**src/rtl/pipeline_pkg.sv**
```systemverilog
// Shared pipeline definitions: EX/MEM and MEM/WB bundle bit positions,
// RV32 load/store funct3 encodings and the MEM-stage FSM state type.
package pipeline_pkg;

  localparam int unsigned MEMREAD  = 35;
  localparam int unsigned MEMWRITE = 34;
  localparam int unsigned MEMTOREG = 33;
  localparam int unsigned REGWRITE = 32;

  localparam logic [2:0] F3_LB  = 3'b000;
  localparam logic [2:0] F3_LH  = 3'b001;
  localparam logic [2:0] F3_LW  = 3'b010;
  localparam logic [2:0] F3_LBU = 3'b100;
  localparam logic [2:0] F3_LHU = 3'b101;

  localparam logic [2:0] F3_SB  = 3'b000;
  localparam logic [2:0] F3_SH  = 3'b001;
  localparam logic [2:0] F3_SW  = 3'b010;

  typedef enum logic {
    S_IDLE,
    S_ACCESS
  } mem_state_e;

endpackage

```
**src/rtl/load_store_align.sv**
```systemverilog
// Sub-word store lane steering (byte enables, replicated write data) and
// load lane selection with sign/zero extension for the MEM stage.
module load_store_align
  import pipeline_pkg::*;
(
  input  logic [2:0]  funct3,
  input  logic [1:0]  addr_lo,
  input  logic [31:0] store_data,
  input  logic [31:0] rdata,
  output logic [3:0]  be,
  output logic [31:0] wdata,
  output logic [31:0] load_data
);

  logic [7:0]  byte_lane;
  logic [15:0] half_lane;

  always_comb begin
    be    = 4'hF;
    wdata = store_data;
    case (funct3)
      F3_SB: begin
        be    = 4'b0001 << addr_lo;
        wdata = {4{store_data[7:0]}};
      end
      F3_SH: begin
        be    = 4'b0011 << {addr_lo[1], 1'b0};
        wdata = {2{store_data[15:0]}};
      end
      default: begin
        be    = 4'hF;
        wdata = store_data;
      end
    endcase
  end

  always_comb begin
    byte_lane = rdata[{addr_lo, 3'b000} +: 8];
    half_lane = addr_lo[1] ? rdata[31:16] : rdata[15:0];
    case (funct3)
      F3_LB:   load_data = {{24{byte_lane[7]}}, byte_lane};
      F3_LH:   load_data = {{16{half_lane[15]}}, half_lane};
      F3_LBU:  load_data = {24'h0, byte_lane};
      F3_LHU:  load_data = {16'h0, half_lane};
      default: load_data = rdata;
    endcase
  end

endmodule

```
**src/rtl/instruction_memory_access.sv**
```systemverilog
// MEM stage: forwards ALU ops to MEM/WB in one cycle, runs loads/stores over a
// ready-handshaked data port. MEM_SUBWORD_EN enables byte/halfword accesses.
module instruction_memory_access
  import pipeline_pkg::*;
#(
  parameter int unsigned XLEN = 32
) (
  input  logic            clk,
  input  logic            rst_n,
  input  logic            EXMEM_VALID,
  input  logic [35:0]     EXMEM,
  input  logic [XLEN-1:0] ALU_RESULT,
  input  logic [XLEN-1:0] STORE_DATA,
  input  logic            FLUSH,
  output logic            DMEM_REQ,
  output logic            DMEM_WE,
  output logic [XLEN-1:0] DMEM_ADDR,
  output logic [XLEN-1:0] DMEM_WDATA,
  output logic [3:0]      DMEM_BE,
  input  logic [XLEN-1:0] DMEM_RDATA,
  input  logic            DMEM_READY,
  output logic [33:0]     MEMWB,
  output logic [XLEN-1:0] MEM_DATA,
  output logic [XLEN-1:0] ALU_DATA,
  output logic            MEMWB_VALID,
  output logic            STALL
);

  mem_state_e      state, next_state;

  logic [35:0]     lat_exmem;
  logic [XLEN-1:0] lat_addr;
  logic [XLEN-1:0] lat_wdata;

  logic            live;
  logic            is_mem;
  logic            lat_we;
  logic            lat_load;

  logic [3:0]      aligned_be;
  logic [XLEN-1:0] aligned_wdata;
  logic [XLEN-1:0] load_data;

  assign live     = EXMEM_VALID && !FLUSH;
  assign is_mem   = EXMEM[MEMREAD] || EXMEM[MEMWRITE];
  // MemWrite takes priority when both memory bits are set
  assign lat_we   = lat_exmem[MEMWRITE];
  assign lat_load = lat_exmem[MEMREAD] && !lat_exmem[MEMWRITE];

`ifdef MEM_SUBWORD_EN
  logic [2:0] lat_funct3;

  load_store_align u_align (
    .funct3     (lat_funct3),
    .addr_lo    (lat_addr[1:0]),
    .store_data (lat_wdata),
    .rdata      (DMEM_RDATA),
    .be         (aligned_be),
    .wdata      (aligned_wdata),
    .load_data  (load_data)
  );

  always_ff @(posedge clk or negedge rst_n) begin
    if (!rst_n) begin
      lat_funct3 <= '0;
    end else if (state == S_IDLE && live && is_mem) begin
      lat_funct3 <= EXMEM[14:12];
    end
  end
`else
  assign aligned_be    = 4'hF;
  assign aligned_wdata = lat_wdata;
  assign load_data     = DMEM_RDATA;
`endif

  always_ff @(posedge clk or negedge rst_n) begin
    if (!rst_n) state <= S_IDLE;
    else        state <= next_state;
  end

  // DMEM outputs come only from latched values so they hold across READY-low cycles
  always_comb begin
    next_state = state;
    DMEM_REQ   = 1'b0;
    DMEM_WE    = 1'b0;
    DMEM_ADDR  = '0;
    DMEM_WDATA = '0;
    DMEM_BE    = '0;
    STALL      = 1'b0;
    case (state)
      S_IDLE: begin
        if (live && is_mem) next_state = S_ACCESS;
      end
      S_ACCESS: begin
        DMEM_REQ  = 1'b1;
        STALL     = 1'b1;
        DMEM_WE   = lat_we;
        DMEM_ADDR = {lat_addr[XLEN-1:2], 2'b00};
        // byte enables and write data qualify writes only
        if (lat_we) begin
          DMEM_WDATA = aligned_wdata;
          DMEM_BE    = aligned_be;
        end
        if (DMEM_READY) next_state = S_IDLE;
      end
      default: next_state = S_IDLE;
    endcase
  end

  always_ff @(posedge clk or negedge rst_n) begin
    if (!rst_n) begin
      lat_exmem <= '0;
      lat_addr  <= '0;
      lat_wdata <= '0;
    end else if (state == S_IDLE && live && is_mem) begin
      lat_exmem <= EXMEM;
      lat_addr  <= ALU_RESULT;
      lat_wdata <= STORE_DATA;
    end
  end

  always_ff @(posedge clk or negedge rst_n) begin
    if (!rst_n) begin
      MEMWB       <= '0;
      MEM_DATA    <= '0;
      ALU_DATA    <= '0;
      MEMWB_VALID <= 1'b0;
    end else begin
      case (state)
        S_IDLE: begin
          if (live && !is_mem) begin
            MEMWB       <= {EXMEM[MEMTOREG], EXMEM[REGWRITE], EXMEM[31:0]};
            ALU_DATA    <= ALU_RESULT;
            MEM_DATA    <= '0;
            MEMWB_VALID <= 1'b1;
          end else begin
            MEMWB       <= '0;
            ALU_DATA    <= '0;
            MEM_DATA    <= '0;
            MEMWB_VALID <= 1'b0;
          end
        end
        S_ACCESS: begin
          if (DMEM_READY) begin
            MEMWB       <= {lat_exmem[MEMTOREG], lat_exmem[REGWRITE], lat_exmem[31:0]};
            ALU_DATA    <= lat_addr;
            MEM_DATA    <= lat_load ? load_data : '0;
            MEMWB_VALID <= 1'b1;
          end
        end
        default: begin
          MEMWB       <= '0;
          ALU_DATA    <= '0;
          MEM_DATA    <= '0;
          MEMWB_VALID <= 1'b0;
        end
      endcase
    end
  end

endmodule

```
**config.mk**
```make
export PLATFORM = sky130hd
export DESIGN_NAME = instruction_memory_access
export DESIGN_NICKNAME = d
export VERILOG_FILES = /design/src/rtl/pipeline_pkg.sv /design/src/rtl/load_store_align.sv /design/src/rtl/instruction_memory_access.sv
export SDC_FILE = /design/constraint.sdc
export NUM_CORES = 1
export LEC_CHECK = 0
export CAP_MARGIN = 15
export CORE_ASPECT_RATIO = 1.1
export CORE_UTILIZATION = 41
export DETAILED_ROUTE_END_ITERATION = 8
export PLACE_DENSITY = 0.76
export SLEW_MARGIN = 25
export SYNTH_ARGS = -nofsm -noshare
export SYNTH_HDL_FRONTEND = slang
export SYNTH_SLANG_ARGS = --single-unit
```
**constraint.sdc**
```tcl
create_clock -name clk -period 1.5 [get_ports clk]
set_input_delay 0.3 -clock clk [delete_from_list [all_inputs] [get_ports clk]]
set_output_delay 0.3 -clock clk [all_outputs]
set_load 0.02 [all_outputs]
```
==> run summary <==
By area, the combinational part of the netlist is dominated by multiplexers. The storage element area came out at 0.005006 sq mm. Max-cap violations in this run came to 0. The floorplan die area came out at 0.02233 sq mm. For this design the top-level I/O count stands at 307. STA classifies the critical path endpoint as an output port. The initial core utilization came out at 41.83%.

In this run the most used layer during global routing was met2. The count of placed standard cells in the final layout, fillers left out is 1264. The part of the cycle the worst path needs came out at 122.4%. The number of CTS-inserted buffers is 17.

The count of nets left with antenna violations once routing finished came out at 0. After the last flow step, the layout net total stands at 1098. The half-perimeter wire length after placement is 15590 um. The clock network is responsible for 29.2% of the overall power. The number of failing setup endpoints in the final timing report is 267.

The core region is 0.02130 sq mm. The gate count after technology mapping is 623. The CTS tree is yes. The die height is 156.6 um. For this block, the initial DRC count from the detailed router was 219. The cell area after synthesis came out at 0.008910 sq mm. The met2 capacity usage during global routing is 35.88%. The fraction of layout instances using a drive strength above 1 is 34.50%. For this design the static power due to leakage is 0.007528 uW. The total iterations of the first detailed-routing run is 4.

The shortest period the worst path allows is 1.836 ns. Summing the areas of all fa, ha and maj instances in the mapped netlist gives 0% of the synthesized area. The instance area after placement came out at 0.01242 sq mm. The placement row count is 56. Data arrives at the worst endpoint at 1.54 ns. The worst setup slack before clock tree synthesis came out at -0.5101 ns. The worst-case setup margin in the final layout came out at -0.3358 ns.

The clock-pin slew on the worst setup and hold paths is 0.08 ns. The clock root buffer is clkbuf_16. The startpoint class of the critical path is a register. The count of fill cells added during filler insertion came out at 1682. From synthesis to final layout, the design area changed by 51.62%.

The synthesis-stage register bit count came out at 200. In the routed layout, each cell is associated on average with a via count of 5.002. The internal power of the cells came out at 10820 uW. The global-route usage over all layers is 21.42%. The global-route met1 utilization came out at 26.93%.

The top achievable clock speed is 544.7 MHz. Summing the areas of all compound-gate instances in the mapped netlist gives 8.608% of the synthesized area. The sequential power share came out at 44.2%. The largest net degree at the start of global routing came out at 46. The power per cell area came out at 1129 mW/mm^2. The synthesized area per cell is 14.30 sq um. The clock network latency to the later pin of the worst-skew pair is 0.43 ns. The cell count after placement came out at 1200.

The final-report max-slew violation count came out at 0. The wire length of the first global-routing pass came out at 36260 um. The congestion estimate from routability-driven global placement came to 0.7432.

Data on the critical path is required at its endpoint by 1.20 ns. The number of hold-slack violations in the final timing report came out at 0. The via count of the first global-routing pass is 6622.

The critical path is of the reg2out type. The portion of total power attributed to combinational logic came out at 26.7%. The switching power came out at 4440 uW. The routed via count came out at 6322. The distinct cell type count of the synthesized netlist is 25. The depth of the CTS H-tree came out at 4. The chip width came out at 142.6 um.

The path category of the worst min-delay check is in2async. The switching power share of the total is 29.10%. The met3 layer usage reported by global route is 4.927%. Setup repair after global routing could not meet its margin everywhere. The final clock skew is 0.01006 ns. The fraction of the mapped netlist area in simple logic gates is 5.112%. The checks that failed: negative setup slack.

The deepest clock path buffer count came out at 2. The area of all placed cells without fillers is 0.01351 sq mm. The largest fanout on the critical path came out at 11. For this run, design rule violations remaining after detail routing come to 0. The synthesis warning total is 0. The routed design has 24530 um of wire. The share of the yosys chip area belonging to registers is 56.17%. The multiplexer area fraction after synthesis came out at 24.32%. The routed length per instance came out at 19.41 um. For this run the aggregate overflow at the end of global routing stands at 0. The number of antenna violations at the first check in global routing came out at 0.

Summing all multi-input logic gate instances after layout gives 0.003481 sq mm. The fraction of synthesized cell area in xor and xnor cells is 0%. The run finished, with violations left. The reg2reg setup slack is -0.32 ns.

The worst vdd rail ir drop came out at 0.7762 mV. The number of antenna cells inserted is 0. The number of buffers added on ports came out at 304. The total number of clock tree sinks is 200.
## repair_timing
item | in CTS | in global routing
gates resized for setup | 363 | 99
hold buffers | 1 | 0
endpoints found under the setup margin | 365 | 316
gates cloned | 8 | 11
hold endpoints to repair | 36 | 0
setup buffers | 8 | 4
pin swaps | 25 | 1
## sequential cells by signal, indices dropped and copies added, names as in the netlist
signal,cells
aligned_wdata,32
ALU_DATA,32
lat_addr,32
MEM_DATA,32
MEMWB,34
MEMWB_VALID,1
lat_exmem,36
state,1
## through the flow
step | hold WS [ns] | total power (uW) | TNS (ns) | utilization [%]
2_1_floorplan | 0.004409 | 9060 | -2.714 | -
3_3_place_gp | 0.2862 | 10750 | -73.35 | 58.31
3_5_place_dp | 0.2894 | 10840 | -79.51 | 58.31
4_1_cts | 0.3862 | 15260 | -69.07 | 61.61
5_1_grt | 0.4031 | 15960 | -75.15 | 63.42
6_report | 0.3926 | 15260 | -58.32 | 63.42
## kinds of logic (layout without fill, tap and decap cells)
kind of cell	Yosys count	after routing
compound gates	100	101
simple gates	72	72
mux	166	166
buf+inv	84	433
flops	200	200
other cells	1	2
## cells in the mapped netlist, drive strengths merged
cell,n,area (sq um)
nor2,1,3.750
o22a,1,8.760
inv,29,108.9
a22o,69,604.3
and2,32,200.2
buf,34,324.1
conb,1,3.750
dfrtp,200,5005
mux2i,29,290.3
o21ai,30,153.9
mux2,137,1877
and3,32,200.2
nand2b,1,6.260
nand2,2,7.510
and4b,1,10.01
nor4b,1,8.760
clkbuf,21,78.83
nor3b,1,12.51
nor2b,1,6.260
## metal layers
metal | wire length, um | part of all wire (%)
met5 | 0 | 0
met4 | 559 | 2.3
met3 | 1351 | 5.5
met2 | 12000 | 49
met1 | 10620 | 43
## cell type report
cell class / instances / area share [%]
Multi-Input combinational cell: 341 / 25.77
Tap cell: 290 / 2.686
Inverter: 29 / 0.8058
Timing Repair Buffer: 372 / 29.49
Clock buffer: 18 / 3.177
Sequential cell: 200 / 37.06
Clock inverter: 14 / 1.019
## path summary, 6_finish.rpt
check                                   endpoint           start  cells past startpoint
worst min-delay path                ALU_DATA[18]           rst_n                      2
min in group clk                    ALU_DATA[18]  ALU_RESULT[18]                      3
worst max-delay path               DMEM_WDATA[6]           state                      4
worst max register to register      lat_exmem[0]           state                      6
worst min register to register       MEM_DATA[6]     MEM_DATA[6]                      1
max in group asynchronous       aligned_wdata[4]           rst_n                      3
## cell usage in the layout (no fill, tap or decap), types with 24 or more instances in the layout
| cell type | netlist | final |
|---|---|---|
| buf_2 | 17 | 24 |
| dlygate4sd2_1 | 0 | 65 |
| buf_4 | 7 | 45 |
| dfrtp_1 | 200 | 199 |
| mux2i_1 | 29 | 29 |
| mux2_2 | 48 | 48 |
| dlymetal6s2s_1 | 0 | 33 |
| clkdlybuf4s50_1 | 0 | 134 |
| a22o_1 | 69 | 69 |
| inv_1 | 29 | 29 |
| clkbuf_16 | 0 | 24 |
| mux2_4 | 89 | 89 |
| and2_1 | 32 | 28 |
## worst max-delay path, cell delays in order, from the launching register on
cell and delay (ns):
dfrtp_2 0.46, buf_4 0.16, buf_12 0.13, and3_2 0.19, buf_4 0.16
## power by group through the flow
stage	clock network, uW	logic [uW]	registers [uW]
2_1_floorplan	0	2090	6970
3_3_place_gp	0	3960	6790
3_5_place_dp	0	4030	6810
4_1_cts	4560	3970	6730
5_1_grt	4790	4330	6840
6_report	4450	4070	6740
Note: power is estimated with default switching activity, not from simulation.
